[src/rtl/inv_shift_rows_stage.sv]
// inv_shift_rows_stage: elastic AES-decrypt pipeline stage applying InvShiftRows.
// The transform is applied on write, so the buffer holds finished states and
// the outputs come straight from storage with no path from in_state.
//
// Ports:
//   clk        rising-edge clock
//   reset      asynchronous active-low reset
//   in_valid   upstream state valid
//   in_ready   stage can accept (count != DEPTH)
//   in_state   128-bit column-major AES state
//   in_tag     sideband tag (round index)
//   out_valid  buffer non-empty (count != 0)
//   out_ready  downstream accepts
//   out_state  InvShiftRows result of the head entry
//   out_tag    tag of the head entry
//   count      current occupancy
//   flush      synchronous clear of all entries
module inv_shift_rows_stage #(
  parameter int unsigned DEPTH = 2,
  parameter int unsigned TAG_W = 4
) (
  input  logic                     clk,
  input  logic                     reset,
  input  logic                     in_valid,
  output logic                     in_ready,
  input  logic [127:0]             in_state,
  input  logic [TAG_W-1:0]         in_tag,
  output logic                     out_valid,
  input  logic                     out_ready,
  output logic [127:0]             out_state,
  output logic [TAG_W-1:0]         out_tag,
  output logic [$clog2(DEPTH):0]   count,
  input  logic                     flush
);

  localparam int unsigned PTR_W = $clog2(DEPTH);
  localparam int unsigned CNT_W = PTR_W + 1;

  logic [127:0]       mem_state [DEPTH];
  logic [TAG_W-1:0]   mem_tag   [DEPTH];
  logic [PTR_W-1:0]   wr_ptr;
  logic [PTR_W-1:0]   rd_ptr;
  logic [CNT_W-1:0]   count_nxt;
  logic               push;
  logic               pop;

  // Byte n sits at row n%4, column n/4; row r rotates right by r columns.
  function automatic logic [127:0] inv_shift_rows(input logic [127:0] s);
    logic [127:0] t;
    t = '0;
    for (int c = 0; c < 4; c++) begin
      for (int r = 0; r < 4; r++) begin
        t[127-8*(4*c+r) -: 8] = s[127-8*(4*((c-r+4)%4)+r) -: 8];
      end
    end
    return t;
  endfunction

  assign push = in_valid && in_ready;
  assign pop  = out_valid && out_ready;

  // Occupancy update; flush wins over any concurrent push or pop.
  always_comb begin
    count_nxt = count;
    if (flush) begin
      count_nxt = '0;
    end else if (push && !pop) begin
      count_nxt = count + CNT_W'(1);
    end else if (!push && pop) begin
      count_nxt = count - CNT_W'(1);
    end
  end

  // Pointers, occupancy and registered handshake flags.
  always_ff @(posedge clk or negedge reset) begin
    if (!reset) begin
      wr_ptr    <= '0;
      rd_ptr    <= '0;
      count     <= '0;
      in_ready  <= 1'b1;
      out_valid <= 1'b0;
    end else begin
      count     <= count_nxt;
      in_ready  <= (count_nxt != CNT_W'(DEPTH));
      out_valid <= (count_nxt != '0);
      if (flush) begin
        wr_ptr <= '0;
        rd_ptr <= '0;
      end else begin
        if (push) wr_ptr <= wr_ptr + PTR_W'(1);
        if (pop)  rd_ptr <= rd_ptr + PTR_W'(1);
      end
    end
  end

  // Storage is cleared on reset so the empty outputs read as zero.
  always_ff @(posedge clk or negedge reset) begin
    if (!reset) begin
      for (int i = 0; i < int'(DEPTH); i++) begin
        mem_state[i] <= '0;
        mem_tag[i]   <= '0;
      end
    end else if (push && !flush) begin
      mem_state[wr_ptr] <= inv_shift_rows(in_state);
      mem_tag[wr_ptr]   <= in_tag;
    end
  end

  assign out_state = mem_state[rd_ptr];
  assign out_tag   = mem_tag[rd_ptr];

endmodule

[config.mk]
export PLATFORM = sky130hd
export DESIGN_NAME = inv_shift_rows_stage
export DESIGN_NICKNAME = d
export VERILOG_FILES = /design/src/rtl/inv_shift_rows_stage.sv
export SDC_FILE = /design/constraint.sdc
export NUM_CORES = 1
export LEC_CHECK = 0
export CAP_MARGIN = 20
export CORE_AREA = 2 2 165 167
export CTS_CLUSTER_DIAMETER = 200
export CTS_CLUSTER_SIZE = 16
export DETAILED_ROUTE_END_ITERATION = 7
export DIE_AREA = 0 0 167 169
export PLACE_DENSITY = 0.75
export SYNTH_ARGS = -nofsm -noshare
export SYNTH_HDL_FRONTEND = slang
export SYNTH_SLANG_ARGS = --single-unit
[constraint.sdc]
create_clock -name clk -period 2.1 [get_ports clk]
set_clock_uncertainty 0.1 [all_clocks]
set_input_delay 0.42 -clock clk [delete_from_list [all_inputs] [get_ports clk]]
set_output_delay 0.42 -clock clk [all_outputs]
set_load 0.01 [all_outputs]
## After elaboration in Yosys (flattened, before gate mapping)

Index checks and enable logic that the tools add are counted.

| word-level totals | value |
|---|---|
| register bits after elaboration | 270 |
| bits of input ports | 137 |
| output and inout bits | 136 |
| word-level logic and storage cells | 50 |

| operators by class | value |
|---|---|
| add/subtract/negate cells | 4 |
| magnitude comparators | 3 |
| equality and inequality tests | 1 |
| mux-type cells | 19 |
| bitwise logic cells | 2 |
| reduce and logical (&&, ||, !) cells | 12 |

Operator list:

| kind | count |
|---|---|
| $mux W128 | 4 |
| $bwmux W256 | 1 |
| $demux W128 S1 | 1 |
| $mux W4 | 4 |
| $bwmux W8 | 1 |
| $logic_and A1 B1 Y1 | 6 |
| $mux W2 | 3 |
| $reduce_bool A2 Y1 | 3 |
| $demux W4 S1 | 1 |
| $ge A2 B2 Y1 const B | 2 |
| $mux W1 | 4 |
| $not A1 Y2 | 2 |
| $logic_not A1 Y1 | 3 |
| $add A1 B1 Y1 const B | 2 |
| $add A2 B1 Y2 const B | 1 |
| $lt A2 B1 Y1 const B | 1 |
| $ne A2 B2 Y1 const B | 1 |
| $sub A2 B1 Y2 const B | 1 |

## Depth between registers and ports, before layout

Gate-level depths: netlist (run 1).

| logic depth | value |
|---|---|
| word-level depth | 7 |
| depth in mapped cells | 6 |
| mapped depth without buffers | 3 |

## Worst setup path after synthesis (run 1)

OpenSTA, ideal clock, no wires.

| timing path | value |
|---|---|
| path kind | register to register |
| from | register in_ready |
| to | register mem_state[128] in the netlist's numbering |
| library setup time | 0.127 ns |
| arrival time | 1.752 ns |
| data required time | 1.873 ns |
| slack | 0.120 ns |
| cell stages (with the launch flop) | 7 |
| buffers on the path | 3 |
| period minus slack after synthesis | 1.980 ns |
| cells stage by stage | dfstp_2 and2_1 buf_2 nor3b_2 buf_4 buf_6 mux2_1 |

| between the ends | value |
|---|---|
| word-level cells in the longest chain between the ends | 2 |

RTL lines:

| what | RTL line | RTL |
|---|---|---|
| start, declared | 25 | `output logic in_ready,` |
| start signal, assigned | 84 | `in_ready <= (count_nxt != CNT_W'(DEPTH));` |
| $logic_and A1 B1 Y1 | 59 | `assign push = in_valid && in_ready;` |
| $logic_and A1 B1 Y1 | 103 | `end else if (push && !flush) begin` |
| end signal, assigned by index | 104 | `mem_state[wr_ptr] <= inv_shift_rows(in_state);` |
| end, declared | 39 | `logic [127:0] mem_state [DEPTH];` |

No other way between the ends.
A chain may end at the register's enable or synchronous reset.

## Worst setup path after layout (run 1)

| timing path | value |
|---|---|
| from | register rd_ptr |
| to | output out_state[88] |

| between the ends | value |
|---|---|
| word-level cells in the longest chain between the ends | 4 |

RTL lines:

| what | RTL line | RTL |
|---|---|---|
| start, declared | 42 | `logic [PTR_W-1:0] rd_ptr;` |
| start signal, assigned | 91 | `if (pop) rd_ptr <= rd_ptr + PTR_W'(1);` |
| $not A1 Y2 (implied by the code) | 109 | `assign out_state = mem_state[rd_ptr];` |
| $mux W128 (implied by the code) (3 in a row) | 109 |  |
| end, declared | 30 | `output logic [127:0] out_state,` |

No other way between the ends. The select of a mux whose other input is x is not followed.

==> results of run 1 <==
==> power groups by stage <==
stage	sequential (mW)	combinational, mW	clock, mW
floorplan	7.58	3.25	0
global placement	7.76	5.86	0
detailed placement	7.85	5.96	0
CTS	7.77	5.74	3.72
global route	7.99	6.24	3.93
finish	7.76	5.82	3.59
==> state kept, by name, summed over array words and instances (netlist names) <==
name / flops
mem_state: 256
count: 2
out_valid: 1
wr_ptr: 1
rd_ptr: 1
in_ready: 1
mem_tag: 8
==> routing by layer <==
layer,vias to the layer above,global-route usage (%)
met5,-,0
li1,3309,-
met2,172,30.94
met1,3672,24.09
met3,38,3.507
met4,0,4.948
==> cells in the mapped netlist <==
cell      number
a21bo_2        1
a21boi_0       1
a21oi_1        2
a221oi_1       1
a22oi_1        2
and2_1         3
buf_2         27
buf_4          1
buf_6          8
clkbuf_1      10
dfrtp_1      269
dfstp_2        1
mux2_1        80
mux2_2       316
mux2i_1        1
nand2_1        1
nand2b_1       1
nand3_1        2
nand3b_1       2
nor2_1         3
nor3b_1        1
nor3b_2        1
o21ba_2        2
or2_2          1
xnor2_1        2
==> cell families (layout without fill, tap and decap cells) <==
logic type | after synthesis | in the layout | synth area share (%)
AO/OA/AOI/OAI | 9 | 9 | 0.6107
XOR/XNOR | 2 | 2 | 0.1500
buffers and inverters | 46 | 385 | 2.314
flip-flops | 270 | 270 | 57.87
multiplexers | 397 | 397 | 38.27
AND/OR/NAND/NOR | 15 | 15 | 0.7822
==> path summary, 6_finish.rpt <==
| kind | startpoint | to | slack [ns] | cells after the start |
|---|---|---|---|---|
| min reg2reg | mem_state[173] | mem_state[173] | 0.38 | 1 |
| min | reset | mem_state[125] | 0.34 | 2 |
| max in group asynchronous | reset | mem_state[108] | 0.82 | 3 |
| max | rd_ptr | out_state[88] | -0.33 | 5 |
| max reg2reg | in_ready | mem_state[132] | 0.13 | 5 |
| min in group clk | mem_state[173] | mem_state[173] | 0.38 | 1 |
==> stage by stage <==
| stage | setup WS (ns) | total power, mW | hold WS (ns) | TNS, ns |
|---|---|---|---|---|
| floorplan | 0.1204 | 10.83 | 0.02441 | 0 |
| global placement | -0.2383 | 13.63 | 0.2890 | -49.54 |
| detailed placement | -0.2557 | 13.82 | 0.2909 | -50.07 |
| CTS | -0.3694 | 17.23 | 0.3490 | -36.73 |
| global route | -0.3788 | 18.17 | 0.3659 | -34.70 |
| finish | -0.3306 | 17.18 | 0.3373 | -27.27 |
==> cells in the final DEF (no fill, tap or decap), drive strengths merged <==
cell type and instances:
a21bo 1, a21boi 1, a21oi 2, a221oi 1
a22oi 2, and2 3, buf 167, clkbuf 77
clkdlybuf4s15 1, clkdlybuf4s50 138, dfrtp 269, dfstp 1
dlygate4sd2 1, dlygate4sd3 1, mux2 396, mux2i 1
nand2 1, nand2b 1, nand3 2, nand3b 2
nor2 3, nor3b 2, o21ba 2, or2 1
xnor2 2
==> what timing repair did <==
| action | in CTS | in global routing |
|---|---|---|
| resized for setup | 431 | 138 |
| buffers inserted | 6 | 23 |
| setup endpoints to repair | 133 | 133 |
| gates cloned | 1 | 2 |
| hold endpoints to repair | 50 | 0 |
| hold buffers | 1 | 0 |
==> cell type report <==
cell class              instances  area [um2]
flip-flops and latches        270        6763
repair buffers                356        3522
fillers                      2095       10550
clock buffers                  29       565.5
well taps                     341       426.7
multi-input cells             423        4671
==> worst max-delay path: cells and delay by family (launching register included) <==
kind / cells / cell delay [ns]
buf+inv: 4 / 0.61
flops: 1 / 0.52
mux: 1 / 0.26
==> impl_metrics.csv, run 1 <==
group,metric,value,unit
pwr,cellInternalPower,12.45,mW
place,detailed_place_hpwl,18560,um
die,initial_core_util,44.07,%
finish,share_of_the_core_filled_with_cells,60.18,%
sta,final_hold_viol_count,0,
routing,dr.pass1.iters,4,
pwr,peakVddDrop,670.2,uV
sta,grt_setup_unrepaired,"yes",
die,die-height,169,um
global_routing,antenna_found_initial,0,
setup_path,startpoint_type_of_the_worst_setup_path,"flop",
outcome,failing_checks,"setup timing",
die,placement_rows,60,
global_routing,grt_max_degree,61,
routing,post_detailed_route_drc_marker_count,0,
setup_path,critical-path-max-stage-delay,0.52,ns
setup_path,worst-endpoint-required,1.58,ns
sta,timing.final.max_slew_violations,0,
logic_synthesis,synthDominantCellAreaShare,57.64,%
sta,report.final.setup_viol,132,
routing,met2RoutedLength,12950,um
die,die_w,167,um
pwr,sequentialPowerShare,45.2,%
die,fp.coreArea,26500,um2
die,boundaryPins,273,
setup_path,critical_path_class,"flop to output pin",
logic_synthesis,synth.distinct_cells,25,
setup_path,cpMostUsedCell,"buf_12",
routing,detail_route.wl_per_cell,18.47,um
pwr,switching_power,4.730,mW
pwr,power-per-cell-area,1077,nW/um2
clock_tree,cts.sink_count,270,
logic_synthesis,syn_nets,876,
routing,detailedRoute.firstIterationViolations,299,
job,drv_cap,0,
global_routing,grt_pass1_wl,41640,um
logic_synthesis,syn-mean-instance-area,15.80,um2
sta,fin_crit,2.431,ns
setup_path,setup.worst_path.end_class,"output pin",
routing,routedLengthMet1,11290,um
global_routing,grt_pass1_vias,7796,
clock_tree,clock_tree.root_cell,"clkbuf_16",
finish,area_delta_synth_final,36.57,%
finish,diodes,0,
clock_tree,worst_setup_hold_path_clk_slew,0.07,ns
global_routing,grt_overflow,0,
routing,dr_total_vias,7191,
routing,drt-total-wl,26220,um
setup_path,cp_max_fo,12,
clock_tree,tritoncts.num_buffers,20,
sta,max-slew-margin-rel,68.01,%
setup_path,slowest_stage,"dfrtp_4",
logic_synthesis,yosysSeqAreaShare,57.87,%
clock_tree,htree_levels,1,
outcome,outcome,"finished, violations left",
global_routing,grt_use_total,18.24,%
sta,final_min_period_over_clock_period,115.7,%
place,dpl.cell_count,1358,
sta,max_freq,0.4114,GHz
sta,slew_of_the_pin_with_the_lowest_slew_margin,0.4798,ns
place,globalplace.congestion,0.7708,
pwr,leak,6.926,nW
logic_synthesis,yosys_register_bits,270,
setup_path,path_cells,"buf_12, buf_12, buf_4, mux2_2, buf_2",
clock_tree,later_pin_clock_latency_in_the_skew_report,0.50,ns
clock_tree,clock_tree.buffer_depth,3,
min_path,hp-class,"input pin to async pin",
finish,final_net_count,1208,
clock_tree,cts_tree,"yes",
die,die_area,28220,um2
logic_synthesis,netlist_area,11680,um2
routing,drt-vias-per-instance,5.068,
routing,topRoutingLayerUsed,"met4",
setup_path,critical_path_arrival,1.91,ns
logic_synthesis,synthesis.instances,739,
routing,drt.antenna.violating_nets,0,
finish,layout.cells.non_filler,1419,
place,buffer_ports.inserted,272,
logic_synthesis,synthTopCellsByArea,"dfrtp_1 58%, mux2_2 30%, mux2_1 7.7%",
finish,design_area_final,15950,um2
place,placed_cell_area,15260,um2
pwr,power.combinational.fraction,33.9,%
sta,postLayoutSetupSlackWorst,-0.3306,ns
routing,detailroute.wirelength.met3,1329,um
pwr,power_switching_share,27.54,%
finish,final_layout_size_suffix_gt1_share,52.04,%
logic_synthesis,synth_largest_area_cell,"dfrtp_1",
logic_synthesis,yosys_warnings,0,
pwr,clock_network_fraction_of_total_power,20.9,%
No activity file was read; power rests on OpenSTA's default activity.
==> run 2, diff against run 1 <==
--- a/config.mk
+++ b/config.mk
@@ -5,13 +5,14 @@
 export SDC_FILE = /design/constraint.sdc
 export NUM_CORES = 1
 export LEC_CHECK = 0
+export ABC_AREA = 1
 export CAP_MARGIN = 20
-export CORE_AREA = 2 2 165 167
+export CORE_AREA = 2 2 169 171
 export CTS_CLUSTER_DIAMETER = 200
 export CTS_CLUSTER_SIZE = 16
 export DETAILED_ROUTE_END_ITERATION = 7
-export DIE_AREA = 0 0 167 169
-export PLACE_DENSITY = 0.75
+export DIE_AREA = 0 0 171 173
+export PLACE_DENSITY = 0.77
 export SYNTH_ARGS = -nofsm -noshare
 export SYNTH_HDL_FRONTEND = slang
 export SYNTH_SLANG_ARGS = --single-unit
==> run 2 against run 1 <==
- the flow still finishes with violations (setup timing)
- via count rose by 46%
- wire length increased by 32%
- worst setup slack gained 0.029 ns
- global-route usage is 3.5 points higher
- count of clock-buffer cells in the layout stayed put
- fmax up 1.2%
- sequential cell count stayed put
- largest cell class unchanged
- die area rose by 4.8%
- hold slack improved by 0.0098 ns
- core utilization increased by 4.5 points
==> impl_metrics.csv, run 2 <==
group,metric,value,unit
finish,largest_register_ff_count,256,
global_routing,grt_max_degree,68,
logic_synthesis,synth_compound_gate_area_share,17.37,%
setup_path,startpoint_type_of_the_worst_setup_path,"flop",
sta,max_freq,0.4164,GHz
place,preCtsSetupSlack,-0.02464,ns
setup_path,worst-endpoint-required,1.58,ns
clock_tree,later_pin_clock_latency_in_the_skew_report,0.51,ns
setup_path,timing.reg2reg.worst_path_depth,7,
finish,share_of_the_core_filled_with_cells,64.65,%
clock_tree,clock_tree.root_cell,"clkbuf_16",
setup_path,cp_max_fo,8,
clock_tree,cts_tree,"yes",
sta,max-slew-margin-rel,65.83,%
global_routing,grt_pass1_wl,52250,um
logic_synthesis,synthesis.instances,1445,
die,die_area,29580,um2
routing,drt-total-wl,34660,um
global_routing,grt_pass1_vias,10220,
logic_synthesis,synth.distinct_cells,20,
pwr,peakVddDrop,584.9,uV
die,initial_core_util,46.68,%
routing,drt.antenna.violating_nets,0,
outcome,failing_checks,"setup timing",
setup_path,critical_path.reg2reg.startpoint,"in_ready",
finish,mostFrequentLayoutCells,"514 x nand2_1, 268 x dfrtp_1, 242 x o21ai_2",
clock_tree,tritoncts.num_buffers,20,
job,drv_cap,0,
logic_synthesis,syn-mean-instance-area,8.925,um2
min_path,hp-class,"input pin to async pin",
sta,slew_of_the_pin_with_the_lowest_slew_margin,0.5126,ns
routing,post_detailed_route_drc_marker_count,0,
setup_path,cp-startpoint,"rd_ptr",
setup_path,critical_path_class,"flop to output pin",
die,die-height,173,um
sta,report.final.setup_viol,132,
clock_tree,worst_setup_hold_path_clk_slew,0.07,ns
setup_path,crit_path_end,"out_state[43]",
logic_synthesis,synth_largest_area_cell,"dfrtp_1",
routing,detail_route.wl_per_cell,16.08,um
routing,drt-vias-per-instance,4.857,
logic_synthesis,muxShareOfSynthArea,0,%
logic_synthesis,synth_most_common_cell,"nand2_1",
logic_synthesis,yosysSeqAreaShare,52.40,%
logic_synthesis,async_reset_ff_share,100.0,%
setup_path,rrSetupSlack,0.39,ns
sta,hold_slack,0.3471,ns
finish,layout_commonest_cell,"nand2_1",
finish,largest-register,"mem_state",
routing,dr.pass1.iters,5,
logic_synthesis,yosys_warnings,0,
clock_tree,htree_levels,1,
finish,reg_top3,"mem_state (256), mem_tag (8), count (2)",
pwr,power-per-cell-area,1096,nW/um2
finish,area_delta_synth_final,38.51,%
logic_synthesis,synth-simple-area-share,20.13,%
logic_synthesis,synth_top_family_by_area,"simple AND/OR/NAND/NOR gates",
logic_synthesis,synth-adder-area-share,0,%
logic_synthesis,netlist_area,12900,um2
die,boundaryPins,273,
finish,final_net_count,1906,
logic_synthesis,synthTopCellsByArea,"dfrtp_1 52%, nand2_1 20%, o21ai_2 16%",
global_routing,grt_use_total,21.72,%
die,die_w,171,um
sta,final_min_period_over_clock_period,114.4,%
place,detailed_place_hpwl,21760,um
setup_path,reg2reg_to,"mem_state[79]",
sta,fin_crit,2.402,ns
finish,final_layout_size_suffix_gt1_share,38.23,%
outcome,outcome,"finished, violations left",
logic_synthesis,yosys_register_bits,270,
sta,final_hold_viol_count,0,
clock_tree,cts.sink_count,270,
sta,grt_setup_unrepaired,"yes",
pwr,design_power_total,19.58,mW
logic_synthesis,post_synth_xor_area_fraction,0,%
place,globalplace.congestion,0.7583,
logic_synthesis,dominantRegCellSynth,"dfrtp_1",
pwr,leak,9.322,nW
logic_synthesis,synthDominantCellAreaShare,52.20,%
logic_synthesis,netlist_top_cells_count,"671 x nand2_1, 269 x dfrtp_1, 242 x o21ai_2",
die,fp.coreArea,27630,um2
logic_synthesis,syn_nets,1582,
sta,postLayoutSetupSlackWorst,-0.3016,ns
setup_path,critical_path_arrival,1.88,ns
place,buffer_ports.inserted,272,
setup_path,setup.worst_path.end_class,"output pin",
logic_synthesis,synth_edf_count,0,
global_routing,grt_overflow,0,
global_routing,antenna_found_initial,2,
die,placement_rows,61,
routing,detailedRoute.firstIterationViolations,684,
finish,n_fill_cell,2286,
routing,dr_total_vias,10470,
sta,timing.final.max_slew_violations,0,
clock_tree,clock_tree.buffer_depth,3,
-- run 2: cell count changes in the layout (fill, tap and decap cells not counted), moves of 46 or more --
cell and change:
inv_1 +137, mux2_1 -80, mux2_2 -312, nand2_1 +513, nand2_2 +112, nand2_4 +46
o21ai_2 +242
-- run 2: metrics by stage --
| step | TNS [ns] | std cells | instance area, um2 |
|---|---|---|---|
| finish | -24.91 | 2156 | 17860 |
| global route | -33.55 | 2154 | 17860 |
| CTS | -39.74 | 2109 | 16730 |
| detailed placement | -0.08696 | 2067 | 16010 |
| global placement | 0 | 2067 | 16010 |
| floorplan | 0 | 1445 | 12900 |
-- run 2: kinds of logic after synthesis --
logic type	count (synthesis)
and+or+nand+nor	682
DFF	270
AOI/OAI and AO/OA	266
buffers and inverters	227
-- run 2: layout make-up --
| cell class | count | area [um2] | area share (%) |
|---|---|---|---|
| diodes | 2 | 5.005 | 0.02802 |
| inverters | 140 | 540.5 | 3.026 |
| well taps | 378 | 473.0 | 2.648 |
| multi-input cells | 948 | 5468 | 30.61 |
| repair buffers | 388 | 4040 | 22.62 |
| flip-flops and latches | 270 | 6761 | 37.85 |
| clock buffers | 29 | 565.5 | 3.166 |
| repair inverters | 1 | 8.758 | 0.04903 |
-- run 2: worst min-delay path by stage --
stage	startpoint	endpoint	slack, ns	depth (start not counted)
finish	reset	mem_state[138]	0.35	2
CTS	reset	rd_ptr	0.37	2
detailed placement	reset	mem_state[138]	0.30	1
global route	reset	mem_state[10]	0.39	2
global placement	reset	mem_state[56]	0.30	1
floorplan	reset	count[0]	0.02	0
-- run 2: per-layer routing --
| layer | global-route usage, % | part of all wire (%) |
|---|---|---|
| met3 | 3.937 | 5.9 |
| met4 | 5.226 | 1.9 |
| met2 | 36.41 | 50 |
| met1 | 29.25 | 43 |
| met5 | 0 | 0 |
-- run 2: what timing repair did --
| action | in CTS | in global routing |
|---|---|---|
| hold endpoints to repair | 47 | 0 |
| setup buffers | 7 | 36 |
| endpoints found under the setup margin | 133 | 133 |
| hold buffers | 1 | 0 |
| gates resized for setup | 279 | 520 |
| cloned | 5 | 15 |
| pin swaps | 10 | 67 |
-- run 2: power by group --
| group | switching (mW) | total, mW | internal, mW |
|---|---|---|---|
| sequential | 1.27 | 8.27 | 7.00 |
| combinational | 3.93 | 7.68 | 3.75 |
| clock | 1.77 | 3.63 | 1.86 |
-- run 2: worst max-delay path, stage by stage (launching register included) --
cell	delay [ns]
dfrtp_4	0.57
buf_12	0.18
buf_8	0.13
buf_16	0.14
buf_4	0.14
nand2_4	0.04
nand2_2	0.04
buf_6	0.12
